--- src/rtl/latch_arb_pkg.sv ---
// latch_arb_pkg: shared state type and default widths for the latching round-robin arbiter
package latch_arb_pkg;
  typedef enum logic {EMPTY, FULL} arb_state_t;
  localparam int LATCH_ARB_DATA_W = 32;
  localparam int LATCH_ARB_NUM_REQ = 4;
endpackage

--- src/rtl/latch_rr_arbiter_if.sv ---
// latch_rr_arbiter_if: producer requests/data in, held word with valid/ack handshake out
interface latch_rr_arbiter_if #(
  parameter int NUM_REQ = latch_arb_pkg::LATCH_ARB_NUM_REQ,
  parameter int DATA_W = latch_arb_pkg::LATCH_ARB_DATA_W,
  localparam int SRC_W = NUM_REQ > 1 ? $clog2(NUM_REQ) : 1
);
  logic [NUM_REQ-1:0] req;
  logic [NUM_REQ-1:0] grant;
  logic [NUM_REQ-1:0][DATA_W-1:0] data_in;
  logic out_vld;
  logic out_ack;
  logic [DATA_W-1:0] data_out;
  logic [SRC_W-1:0] out_src;
  modport master(input req, data_in, out_ack, output grant, out_vld, data_out, out_src);
  modport slave(output req, data_in, out_ack, input grant, out_vld, data_out, out_src);
endinterface

--- src/rtl/latch_rr_pick.sv ---
// latch_rr_pick: first set request at or above ptr, wrapping; rotate, priority encode, un-rotate
module latch_rr_pick #(
  parameter int NUM_REQ = latch_arb_pkg::LATCH_ARB_NUM_REQ,
  localparam int SRC_W = NUM_REQ > 1 ? $clog2(NUM_REQ) : 1
) (
  input  logic [NUM_REQ-1:0] req,
  input  logic [SRC_W-1:0]   ptr,
  output logic               any,
  output logic [NUM_REQ-1:0] win,
  output logic [SRC_W-1:0]   win_idx
);
  localparam logic [SRC_W:0] N = (SRC_W+1)'(NUM_REQ);
  logic [NUM_REQ-1:0] rot;
  logic [SRC_W-1:0] off;
  logic [SRC_W:0] sum;
  always_comb begin
    rot = NUM_REQ'({req, req} >> ptr);
    off = '0;
    for (int i = NUM_REQ - 1; i >= 0; i--) if (rot[i]) off = SRC_W'(i);
    sum = {1'b0, off} + {1'b0, ptr};
    win_idx = sum >= N ? SRC_W'(sum - N) : SRC_W'(sum);
    any = |req;
    win = any ? NUM_REQ'(1) << win_idx : '0;
  end
endmodule

--- src/rtl/latch_rr_arbiter.sv ---
// latch_rr_arbiter: round-robin capture of one producer word into a held register with valid/ack
module latch_rr_arbiter import latch_arb_pkg::*; #(
  parameter int NUM_REQ = LATCH_ARB_NUM_REQ,
  parameter int DATA_W = LATCH_ARB_DATA_W,
  localparam int SRC_W = NUM_REQ > 1 ? $clog2(NUM_REQ) : 1
) (
  input logic ap_clk,
  input logic ap_rst,
  latch_rr_arbiter_if.master bus
);
  localparam logic [SRC_W-1:0] LAST = SRC_W'(NUM_REQ - 1);
  arb_state_t state_q, state_d;
  logic [DATA_W-1:0] data_q, data_d;
  logic [SRC_W-1:0] src_q, src_d, ptr_q, ptr_d, k;
  logic [NUM_REQ-1:0] win;
  logic any, cap;
  latch_rr_pick #(.NUM_REQ(NUM_REQ)) u_pick (
    .req(bus.req),
    .ptr(ptr_q),
    .any(any),
    .win(win),
    .win_idx(k)
  );
  // an ack while FULL frees the register this same cycle, so a pending request reloads with no bubble
  always_comb begin
    cap = (state_q == EMPTY || bus.out_ack) && any;
    state_d = cap ? FULL : bus.out_ack ? EMPTY : state_q;
    data_d = cap ? bus.data_in[k] : data_q;
    src_d = cap ? k : src_q;
    ptr_d = !cap ? ptr_q : k == LAST ? '0 : k + 1'b1;
  end
  always_ff @(posedge ap_clk or posedge ap_rst)
    if (ap_rst) begin
      state_q <= EMPTY;
      data_q <= '0;
      src_q <= '0;
      ptr_q <= '0;
    end else begin
      state_q <= state_d;
      data_q <= data_d;
      src_q <= src_d;
      ptr_q <= ptr_d;
    end
  assign bus.grant = ap_rst ? '0 : cap ? win : '0;
  assign bus.out_vld = state_q == FULL;
  assign bus.data_out = data_q;
  assign bus.out_src = src_q;
endmodule

--- src/flat_wrapper.sv ---
// flat-port wrapper written by rule: the top's interface ports become plain ports
module latch_rr_arbiter_flat import latch_arb_pkg::*;
#(
  parameter int NUM_REQ = LATCH_ARB_NUM_REQ,
  parameter int DATA_W = LATCH_ARB_DATA_W,
  localparam int SRC_W = NUM_REQ > 1 ? $clog2(NUM_REQ) : 1
)
  (ap_clk, ap_rst, bus_req, bus_data_in, bus_out_ack, bus_grant, bus_out_vld, bus_data_out, bus_out_src);
  latch_rr_arbiter_if #(.NUM_REQ(NUM_REQ), .DATA_W(DATA_W)) bus_i ();
  input logic ap_clk;
  input logic ap_rst;
  input wire logic [$bits(bus_i.req)-1:0] bus_req;
  input wire logic [$bits(bus_i.data_in)-1:0] bus_data_in;
  input wire logic [$bits(bus_i.out_ack)-1:0] bus_out_ack;
  output wire logic [$bits(bus_i.grant)-1:0] bus_grant;
  output wire logic [$bits(bus_i.out_vld)-1:0] bus_out_vld;
  output wire logic [$bits(bus_i.data_out)-1:0] bus_data_out;
  output wire logic [$bits(bus_i.out_src)-1:0] bus_out_src;
  assign bus_i.req = bus_req;
  assign bus_i.data_in = bus_data_in;
  assign bus_i.out_ack = bus_out_ack;
  assign bus_grant = bus_i.grant;
  assign bus_out_vld = bus_i.out_vld;
  assign bus_data_out = bus_i.data_out;
  assign bus_out_src = bus_i.out_src;
  latch_rr_arbiter #(.NUM_REQ(NUM_REQ), .DATA_W(DATA_W)) u_core (.ap_clk(ap_clk), .ap_rst(ap_rst), .bus(bus_i));
endmodule
--- config.mk ---
export PLATFORM = sky130hd
export DESIGN_NAME = latch_rr_arbiter_flat
export DESIGN_NICKNAME = d
export VERILOG_FILES = /design/src/rtl/latch_arb_pkg.sv /design/src/rtl/latch_rr_arbiter_if.sv /design/src/rtl/latch_rr_pick.sv /design/src/rtl/latch_rr_arbiter.sv /design/src/flat_wrapper.sv
export SDC_FILE = /design/constraint.sdc
export NUM_CORES = 1
export LEC_CHECK = 0
export CAP_MARGIN = 20
export CORE_MARGIN = 2
export CORE_UTILIZATION = 40
export CTS_BUF_LIST = sky130_fd_sc_hd__clkbuf_4 sky130_fd_sc_hd__clkbuf_8
export DETAILED_ROUTE_END_ITERATION = 10
export GPL_TIMING_DRIVEN = 0
export PLACE_DENSITY = 0.79
export SLEW_MARGIN = 15
export SYNTH_ARGS = -nofsm -noshare
export SYNTH_HDL_FRONTEND = slang
export SYNTH_SLANG_ARGS = --single-unit
export TNS_END_PERCENT = 10
--- constraint.sdc ---
create_clock -name ap_clk -period 6.2 [get_ports ap_clk]
set_input_delay 1.55 -clock ap_clk [delete_from_list [all_inputs] [get_ports ap_clk]]
set_output_delay 1.55 -clock ap_clk [all_outputs]
set_load 0.01 [all_outputs]
# After elaboration in Yosys (flattened, before gate mapping)
# Index checks and enable logic that the tools add are counted.
# Widths: inputs -> output; s select.
[word_totals]
reg_bits = 37
latchBits = 0
mem_bits_rw = 0
rom_bits = 0
output_inout_bits = 39
elab_cells = 30
memories = 0
[op_classes]
addsub = 3
n_mul = 0
n_div = 0
magnitude_cmp = 2
eq_ne = 1
shifts = 2
mux = 13
bitwise = 1
reduce_logical = 4
[op_table]
columns = ["operator", "count"]
rows = [
  ["$bmux 32 s2", 1],
  ["$mux 32", 1],
  ["$mux 2", 6],
  ["$mux 4", 3],
  ["$shr 8x2->4", 1],
  ["$reduce_or 4->1", 1],
  ["$shl 1x2->4 const A", 1],
  ["$add 2x2->3", 1],
  ["$ge 3x3->1 const B", 1],
  ["$lt 2x3->1 const B", 1],
  ["$add 2x1->2 const B", 1],
  ["$eq 2x2->1 const B", 1],
  ["$mux 1", 2],
  ["$reduce_bool 2->1", 1],
  ["$sub 2x1->2 const B", 1],
  ["$logic_and 1x1->1", 1],
  ["$logic_or 1x1->1", 1],
  ["$not 1->1", 1],
]

# Logic depth before layout (Yosys ltp)
# Gate-level depths: netlist (run 1).
[logic_depth]
ltp_word = 12
depth_mapped = 12
depth_no_buf = 10

# Cells and area by module
# Synthesis (run 1) repeated with hierarchy kept, for this count alone.
[unflattened]
hier_cells = 169
hier_area_um2 = 2563.7
[by_module_without_submodules]
columns = ["module", "instances", "cells_per_inst", "area_each_um2"]
rows = [
  ["latch_rr_arbiter", 1, 127, 2237.1],
  ["latch_rr_pick", 1, 42, 326.6],
]

# Least setup slack after synthesis (run 1)
# Ideal clock, no wire load.
[synth_path]
path_kind = "input-to-output"
start = "input bus_req[0]"
end = "output bus_grant[1]"
arrival_ps = 3590
path_slack_ps = 1060
cell_stages = 11
cell_sequence = "buf_2 > nor2_1 > and3b_1 > nor2_1 > o21ai_0 > ha_1 > xnor2_1 > clkbuf_1 > xnor2_1 > inv_1 > nor4b_1"
[synth_via]
elab_chain_len = 12
word_cells_on_any_way = 15
cone_classes = "2 x add/sub; 1 x order compare; 2 x shift; 8 x mux; 2 x reduce/logical"
[synth_lines]
columns = ["element", "line_no", "source"]
rows = [
  ["start, declared", "flat_wrapper.sv:12", "input wire logic [$bits(bus_i.req)-1:0] bus_req;"],
  ["$shr 8x2->4", "latch_rr_pick.sv:17", "rot = NUM_REQ'({req, req} >> ptr);"],
  ["$mux 2 (4 in series)", "latch_rr_pick.sv:19", "for (int i = NUM_REQ - 1; i >= 0; i--) if (rot[i]) off = SRC_W'(i);"],
  ["$add 2x2->3", "latch_rr_pick.sv:20", "sum = {1'b0, off} + {1'b0, ptr};"],
  ["$ge 3x3->1 or $sub 2x1->2 (tied branches)", "latch_rr_pick.sv:21", "win_idx = sum >= N ? SRC_W'(sum - N) : SRC_W'(sum);"],
  ["$mux 2", "latch_rr_pick.sv:21", ""],
  ["$shl 1x2->4", "latch_rr_pick.sv:23", "win = any ? NUM_REQ'(1) << win_idx : '0;"],
  ["$mux 4", "latch_rr_pick.sv:23", ""],
  ["$mux 4 (*) (2 in series)", "latch_rr_arbiter.sv:44", "assign bus.grant = ap_rst ? '0 : cap ? win : '0;"],
  ["end, declared", "flat_wrapper.sv:15", "output wire logic [$bits(bus_i.grant)-1:0] bus_grant;"],
]
# Every way passes the cells marked *; elsewhere a longest branch is shown, timed or not.

# Worst setup path after layout (run 1)
[layout_path]
start = "input bus_req[3]"
end = "output bus_grant[3]"
# Same word-level chain as after synthesis.

==> impl_metrics.py, run 1 <==
metrics = {
    "worst_setup_path": {
        "crit_chain": "dlygate4sd2_1 -> inv_1 -> o311a_1 -> o21ai_1 -> ha_2 -> xnor2_1 -> clkbuf_4 -> xnor2_1 -> inv_1 -> ha_1 -> nor3b_2 -> clkdlybuf4s50_1",
        "crit_fanout": 5,
        "slowest_stage": "clkdlybuf4s50_1",
        "cp-start-kind": "input port",
        "required_ns": 4.65,
        "path_class": "input port to output port",
        "crit_family": "buffers and inverters",
        "worst-path-buf-inv": 5,
        "arrival_ns": 4.36,
        "crit_path_end_kind": "output port",
        "max_stage_delay_ns": 0.48,
    },
    "detailed_routing": {
        "ant_nets": 0,
        "finalWirelength_um": 12800,
        "drc": 0,
        "avgViaCountPerCell": 5.60,
        "vias": 4134,
        "first_pass_iters": 5,
        "drt-initial-drc-count": 183,
        "avgRoutedWirePerCell_um": 17.4,
    },
    "clock_tree": {
        "clock_latency_ns": 0.29,
        "cts_buffers": 5,
        "htree_levels": 2,
        "clock-root-buffer": "clkbuf_8",
        "tritoncts": "yes",
        "clk_pin_slew_ns": 0.08,
        "cts_hold_buf": 0,
        "numClockSinks": 37,
        "clk_path_buf_depth": 2,
    },
    "synth": {
        "syn-cell-area_um2": 3670,
        "synth_top_family_by_area": "multiplexers",
        "synth-seq-cells": 37,
        "synth_compound_area_frac": 0.0245,
        "ys_warn_count": 0,
        "muxShareOfSynthArea": 0.355,
        "syn_avg_cell_area_um2": 8.17,
        "synth_cells": 450,
        "synth_fp_nets": 588,
        "yosysSeqAreaShare": 0.252,
        "synth.distinct_cells": 27,
        "yosys.area_share.adder": 0.0102,
        "synth_simple_gate_area_frac": 0.283,
        "synth-xor-area-share": 0.00715,
    },
    "power_and_ir_drop": {
        "p_switching_uw": 1390,
        "p_int_uw": 1420,
        "power.sequential.fraction": 0.153,
        "p_leak_uw": 0.00266,
        "ir_drop_mv": 0.237,
        "combPwrFrac": 0.784,
        "p_sw_frac": 0.495,
        "p_per_area_nw_per_um2": 498,
        "clockPowerShare": 0.063,
    },
    "global_route": {
        "antenna_found_initial": 0,
        "grt_use_total": 0.252,
        "grt_pass1_wl_um": 20300,
        "grt_max_degree": 23,
        "gr-total-overflow": 0,
        "grt_pass1_vias": 4176,
    },
    "floorplan": {
        "io_pins": 174,
        "core_area_um2": 8810,
        "row_count": 34,
        "fp.dieH_um": 99.9,
        "fp.dieArea_um2": 9970,
        "die_w_um": 99.9,
        "initial_utilization": 0.417,
    },
    "hold_path": {
        "hold_path.class": "flip-flop to flip-flop",
    },
    "timing": {
        "final_max_slew_viol_count": 0,
        "hold_violations": 0,
        "rsz0062_at_grt": "no",
        "holdWs_ns": 0.492,
        "relSlewSlack": 0.456,
        "finalSetupViolations": 0,
        "min_period_ns": 5.91,
        "finalCritPeriodShare": 0.954,
        "worst_slew_pin_slew_ns": 0.817,
        "finalWorstSetupSlack_ns": 0.287,
        "fmax_ghz": 0.169,
        "fin_skew_ns": 0.00749,
    },
    "finish": {
        "fillers": 801,
        "diodes": 0,
        "areaGrowthSynthToFinish_pct": 53.6,
        "fin_nets": 767,
        "drive_gt1_frac": 0.0698,
        "fin_util": 0.641,
    },
    "status": {
        "status": "complete, no violations",
    },
    "placement": {
        "io_buffers": 170,
        "post-place-ws_ns": -0.409,
        "hpwl_um": 9650,
        "gp_congestion": 0.805,
    },
    "flow_run": {
        "maxCapViolCount": 0,
    },
}
-- final timing paths --
kind / cells past startpoint / slack [ns] / to / start
setup / recovery: 12 / 0.29 / bus_grant[3] / bus_req[3]
hold / removal: 2 / 0.49 / u_core.bus.out_src[1]$_DFFE_PP0P_ / u_core.bus.out_src[1]$_DFFE_PP0P_
setup reg to reg: 9 / 3.09 / u_core.bus.data_out[30]$_DFFE_PP0P_ / u_core.ptr_q[0]$_DFFE_PP0P_
hold reg to reg: 2 / 0.49 / u_core.bus.out_src[1]$_DFFE_PP0P_ / u_core.bus.out_src[1]$_DFFE_PP0P_
max in group asynchronous: 3 / 4.03 / u_core.bus.data_out[28]$_DFFE_PP0P_ / ap_rst
min in group asynchronous: 2 / 1.71 / u_core.bus.data_out[9]$_DFFE_PP0P_ / ap_rst
-- routing by layer --
layer,track usage,wire length (um),part of all wire,vias up
li1,-,-,-,1995
met1,0.323,5390,0.42,1930
met2,0.437,6370,0.50,189
met5,0,0,0,-
met3,0.0411,831,0.065,20
met4,0.0759,227,0.018,0
-- synthesized netlist by cell type --
library cell    n  area share
a221oi_1        1      0.0024
a32oi_1         1      0.0024
and3b_1         1      0.0024
buf_2          20       0.027
buf_4           7       0.014
clkbuf_1       23       0.023
dfrtp_1        37        0.25
ha_1            3       0.010
inv_1           3      0.0031
mux2_2          2      0.0061
mux2i_1       128        0.35
nand2_1        34       0.035
nand2b_1        3      0.0051
nand3_1        34       0.046
nor2_1          9      0.0092
nor2b_1         1      0.0017
nor3_1        128        0.17
nor3b_1         1      0.0020
nor4_1          3      0.0051
nor4b_1         1      0.0024
o21ai_0         2      0.0027
o311a_1         1      0.0027
o31ai_1         1      0.0020
o32ai_1         2      0.0048
o41ai_4         1      0.0075
xnor2_1         2      0.0048
xor2_1          1      0.0024
-- logic make-up (layout without fill, tap and decap cells) --
logic type | after synthesis | in the layout
DFF | 37 | 37
AOI/OAI and AO/OA | 9 | 9
adders and majority gates | 3 | 3
muxes | 130 | 130
and+or+nand+nor | 215 | 215
xor gates and xnor gates | 3 | 3
buffers and inverters | 53 | 233
-- area by class of cell --
type	instances	area, um^2	area share
tap	108	135	0.0239
inverter	3	11.3	0.00200
sequential	37	926	0.164
timing repair buffer	172	1740	0.308
clock buffer	6	76.3	0.0135
clock inverter	2	10.0	0.00177
buffer	50	243	0.0430
multi-input combinational	360	2510	0.444
-- registers in the layout (all words and copies together), names as in the netlist --
register and count:
u_core.ptr_q 2, u_core.bus.out_vld 1, u_core.bus.out_src 2, u_core.bus.data_out 32
-- power by group through the flow --
| stage | clock [uW] | sequential (uW) | combinational, uW |
|---|---|---|---|
| after floorplan | 0 | 478 | 1400 |
| after global placement | 0 | 430 | 2100 |
| after detailed placement | 0 | 429 | 2160 |
| after CTS | 179 | 429 | 2190 |
| after global routing | 189 | 443 | 2360 |
| final | 177 | 429 | 2200 |
-- per-stage QoR --
stage / area, um^2 / total power, uW / setup TNS, ns / std cells
finish: 5640 / 2810 / 0 / 738
global route: 5640 / 3000 / 0 / 738
CTS: 5640 / 2800 / 0 / 738
detailed placement: 5540 / 2590 / -1.02 / 729
global placement: 5510 / 2530 / -0.549 / 728
floorplan: 3670 / 1880 / 0 / 450
-- cell usage in the layout, fill, tap and decap left out, drive strengths merged --
| cell type | Yosys | final |
|---|---|---|
| o41ai | 1 | 1 |
| buf | 27 | 29 |
| clkinv | 0 | 2 |
| o21ai | 2 | 2 |
| nand2b | 3 | 3 |
| nand2 | 34 | 34 |
| o31ai | 1 | 1 |
| nand3 | 34 | 34 |
| inv | 3 | 3 |
| a221oi | 1 | 1 |
| mux2 | 2 | 2 |
| nor2 | 9 | 9 |
| xor2 | 1 | 1 |
| clkbuf | 23 | 29 |
| and3b | 1 | 1 |
| dlygate4sd2 | 0 | 1 |
| nor3 | 128 | 128 |
| o32ai | 2 | 2 |
| nor4 | 3 | 3 |
| nor2b | 1 | 1 |
| dfrtp | 37 | 37 |
| nor3b | 1 | 1 |
| nor4b | 1 | 1 |
| o311a | 1 | 1 |
| a32oi | 1 | 1 |
| clkdlybuf4s50 | 0 | 169 |
| mux2i | 128 | 128 |
| ha | 3 | 3 |
| xnor2 | 2 | 2 |
-- worst register-to-register path: stages, from the launching register on --
cell and delay (ns):
dfrtp_1 0.42, buf_2 0.19, o311a_1 0.36, o21ai_1 0.22, ha_2 0.26, xor2_1 0.64
clkbuf_1 0.47, nor3_1 0.11, mux2i_1 0.22, nand3_1 0.11
-- timing repair --
item	CTS	global route
gates cloned	0	0
buffers inserted	1	0
gates resized for setup	5	1
endpoints found under the setup margin	4	1
Note: power is estimated with default switching activity, not from simulation.
==> run 2, diff against run 1 <==
--- a/config.mk
+++ b/config.mk
@@ -6,7 +6,7 @@
 export NUM_CORES = 1
 export LEC_CHECK = 0
 export CAP_MARGIN = 20
-export CORE_MARGIN = 2
+export CORE_MARGIN = 4
 export CORE_UTILIZATION = 40
 export CTS_BUF_LIST = sky130_fd_sc_hd__clkbuf_4 sky130_fd_sc_hd__clkbuf_8
 export DETAILED_ROUTE_END_ITERATION = 10
==> constraint.sdc (replaced) <==
create_clock -name ap_clk -period 6.2 [get_ports ap_clk]
set_input_delay 1.86 -clock ap_clk [delete_from_list [all_inputs] [get_ports ap_clk]]
set_output_delay 1.86 -clock ap_clk [all_outputs]
set_load 0.01 [all_outputs]
==> impl_metrics.py, run 2 (synthesis gave the netlist of run 1 again) <==
metrics = {
    "status": {
        "status": "complete, no violations",
    },
    "global_route": {
        "grt_max_degree": 21,
        "antenna_found_initial": 0,
        "grt_pass1_vias": 4262,
        "grt_use_total": 0.231,
        "grt_pass1_wl_um": 20800,
        "gr-total-overflow": 0,
    },
    "floorplan": {
        "fp.dieH_um": 104,
        "die_w_um": 104,
        "initial_utilization": 0.415,
        "core_area_um2": 8850,
        "row_count": 34,
        "io_pins": 174,
        "fp.dieArea_um2": 10800,
    },
    "detailed_routing": {
        "vias": 4159,
        "drt-initial-drc-count": 215,
        "ant_nets": 0,
        "avgRoutedWirePerCell_um": 17.5,
        "drc": 0,
        "first_pass_iters": 6,
        "avgViaCountPerCell": 5.64,
        "finalWirelength_um": 12900,
    },
    "power_and_ir_drop": {
        "finalPower_uw": 2800,
        "ir_drop_mv": 0.266,
        "p_leak_uw": 0.00267,
        "p_per_area_nw_per_um2": 495,
    },
    "timing": {
        "finalCritPeriodShare": 0.981,
        "hold_violations": 0,
        "fin_skew_ns": 0.00830,
        "holdWs_ns": 0.501,
        "final_max_slew_viol_count": 0,
        "finalSetupViolations": 0,
        "relSlewSlack": 0.472,
        "rsz0062_at_grt": "no",
        "finalWorstSetupSlack_ns": 0.116,
        "setup_tns_ns": 0,
        "fmax_ghz": 0.164,
        "worst_slew_pin_slew_ns": 0.793,
        "min_period_ns": 6.08,
    },
    "finish": {
        "fin_cells": 737,
        "multiInputGateArea_um2": 2510,
        "final_cell_mix": "clkdlybuf4s50_1, mux2i_1, nor3_1",
        "drive_gt1_frac": 0.0715,
        "fin_nets": 767,
        "areaGrowthSynthToFinish_pct": 53.9,
        "seq_area_um2": 926,
        "largest_reg_flops": 32,
        "fillers": 791,
        "final_common_cell": "clkdlybuf4s50_1",
        "diodes": 0,
    },
    "placement": {
        "io_buffers": 170,
        "hpwl_um": 9990,
        "dpl.cell_count": 729,
        "post-place-ws_ns": -0.949,
        "gp_congestion": 0.769,
    },
    "clock_tree": {
        "htree_levels": 2,
        "tritoncts": "yes",
        "clk_pin_slew_ns": 0.07,
        "clk_path_buf_depth": 2,
        "numClockSinks": 37,
        "clock_latency_ns": 0.29,
        "clock-root-buffer": "clkbuf_8",
        "cts_buffers": 5,
    },
    "worst_setup_path": {
        "cp-endpoint": "bus_grant[3]",
        "arrival_ns": 4.22,
        "worst-path-stages": 12,
        "crit_chain": "clkdlybuf4s15_2 -> inv_1 -> o311a_1 -> o21ai_2 -> ha_2 -> xnor2_2 -> buf_4 -> xnor2_1 -> inv_1 -> ha_1 -> nor3b_1 -> dlygate4sd2_1",
        "crit_path_end_kind": "output port",
        "crit_family": "buffers and inverters",
        "r2r_cells": 9,
        "cp-start-kind": "input port",
        "startpoint": "bus_req[3]",
        "path_class": "input port to output port",
        "required_ns": 4.34,
        "worst_r2r_startpoint": "u_core.ptr_q[0]$_DFFE_PP0P_",
        "max_stage_delay_ns": 0.35,
        "worst-path-buf-inv": 5,
        "slowest_stage": "o311a_1",
        "r2r-end": "u_core.bus.data_out[0]$_DFFE_PP0P_",
        "crit_fanout": 5,
        "cp_common_cell": "inv_1",
        "r2r_slack_ns": 3.20,
    },
    "hold_path": {
        "hold_path.class": "flip-flop to flip-flop",
    },
    "flow_run": {
        "maxCapViolCount": 0,
    },
}
## run 2: changes by cell type in the layout (fill, tap and decap cells not counted), sizes merged
cell	change
clkdlybuf4s50	-3
clkinv	-2
dlygate4sd2	+2
clkbuf	+1
clkdlybuf4s15	+1
## run 2: worst min path at each step
stage                                             start  cells past startpoint  slack (ns)                             endpoint
floorplan             u_core.bus.out_src[1]$_DFFE_PP0P_                      2        0.51    u_core.bus.out_src[1]$_DFFE_PP0P_
CTS                 u_core.bus.data_out[12]$_DFFE_PP0P_                      2        0.50  u_core.bus.data_out[12]$_DFFE_PP0P_
finish              u_core.bus.data_out[10]$_DFFE_PP0P_                      2        0.50  u_core.bus.data_out[10]$_DFFE_PP0P_
detailed placement  u_core.bus.data_out[12]$_DFFE_PP0P_                      2        0.49  u_core.bus.data_out[12]$_DFFE_PP0P_
global route        u_core.bus.data_out[29]$_DFFE_PP0P_                      2        0.53  u_core.bus.data_out[29]$_DFFE_PP0P_
global placement      u_core.bus.out_src[1]$_DFFE_PP0P_                      2        0.47    u_core.bus.out_src[1]$_DFFE_PP0P_
## run 2: final cells by class
class / count / area share
multi-input combinational: 360 / 0.444
timing repair buffer: 172 / 0.307
sequential: 37 / 0.164
buffer: 50 / 0.0434
tap: 108 / 0.0239
clock buffer: 7 / 0.0159
inverter: 3 / 0.00199
## run 2: worst reg2reg max path: cells and delay by family (launching register included)
family | cells | cell delay, ns
AOI/OAI and AO/OA | 2 | 0.54
DFF | 1 | 0.42
buffers and inverters | 2 | 0.66
muxes | 1 | 0.17
and+or+nand+nor | 2 | 0.22
xor gates and xnor gates | 1 | 0.63
adders and majority gates | 1 | 0.24
## run 2: routing by layer
| layer | global-route usage | vias up | share of wire |
|---|---|---|---|
| met5 | 0 | - | 0 |
| met4 | 0.0475 | 0 | 0.011 |
| met3 | 0.0497 | 20 | 0.082 |
| met2 | 0.417 | 204 | 0.51 |
| met1 | 0.282 | 1931 | 0.40 |
| li1 | - | 2004 | - |
## run 2: metrics by stage
stage          utilization  area [um^2]
3_3_place_gp         0.623         5510
6_report             0.639         5650
5_1_grt              0.639         5650
4_1_cts              0.637         5640
2_1_floorplan            -         3670
3_5_place_dp         0.626         5540
## run 2: power by group
part           leakage [uW]  internal (uW)  switching, uW
combinational       0.00218            971           1210
sequential         0.000449            366           66.7
clock             0.0000477           92.9           92.9
total               0.00267           1430           1370
## run 2: timing repair
item | CTS | global route
gates resized for setup | 10 | 4
buffers inserted | 1 | 0
endpoints found under the setup margin | 4 | 3
pin swaps | 0 | 1
hold buffers | 0 | 0
cloned | 0 | 0
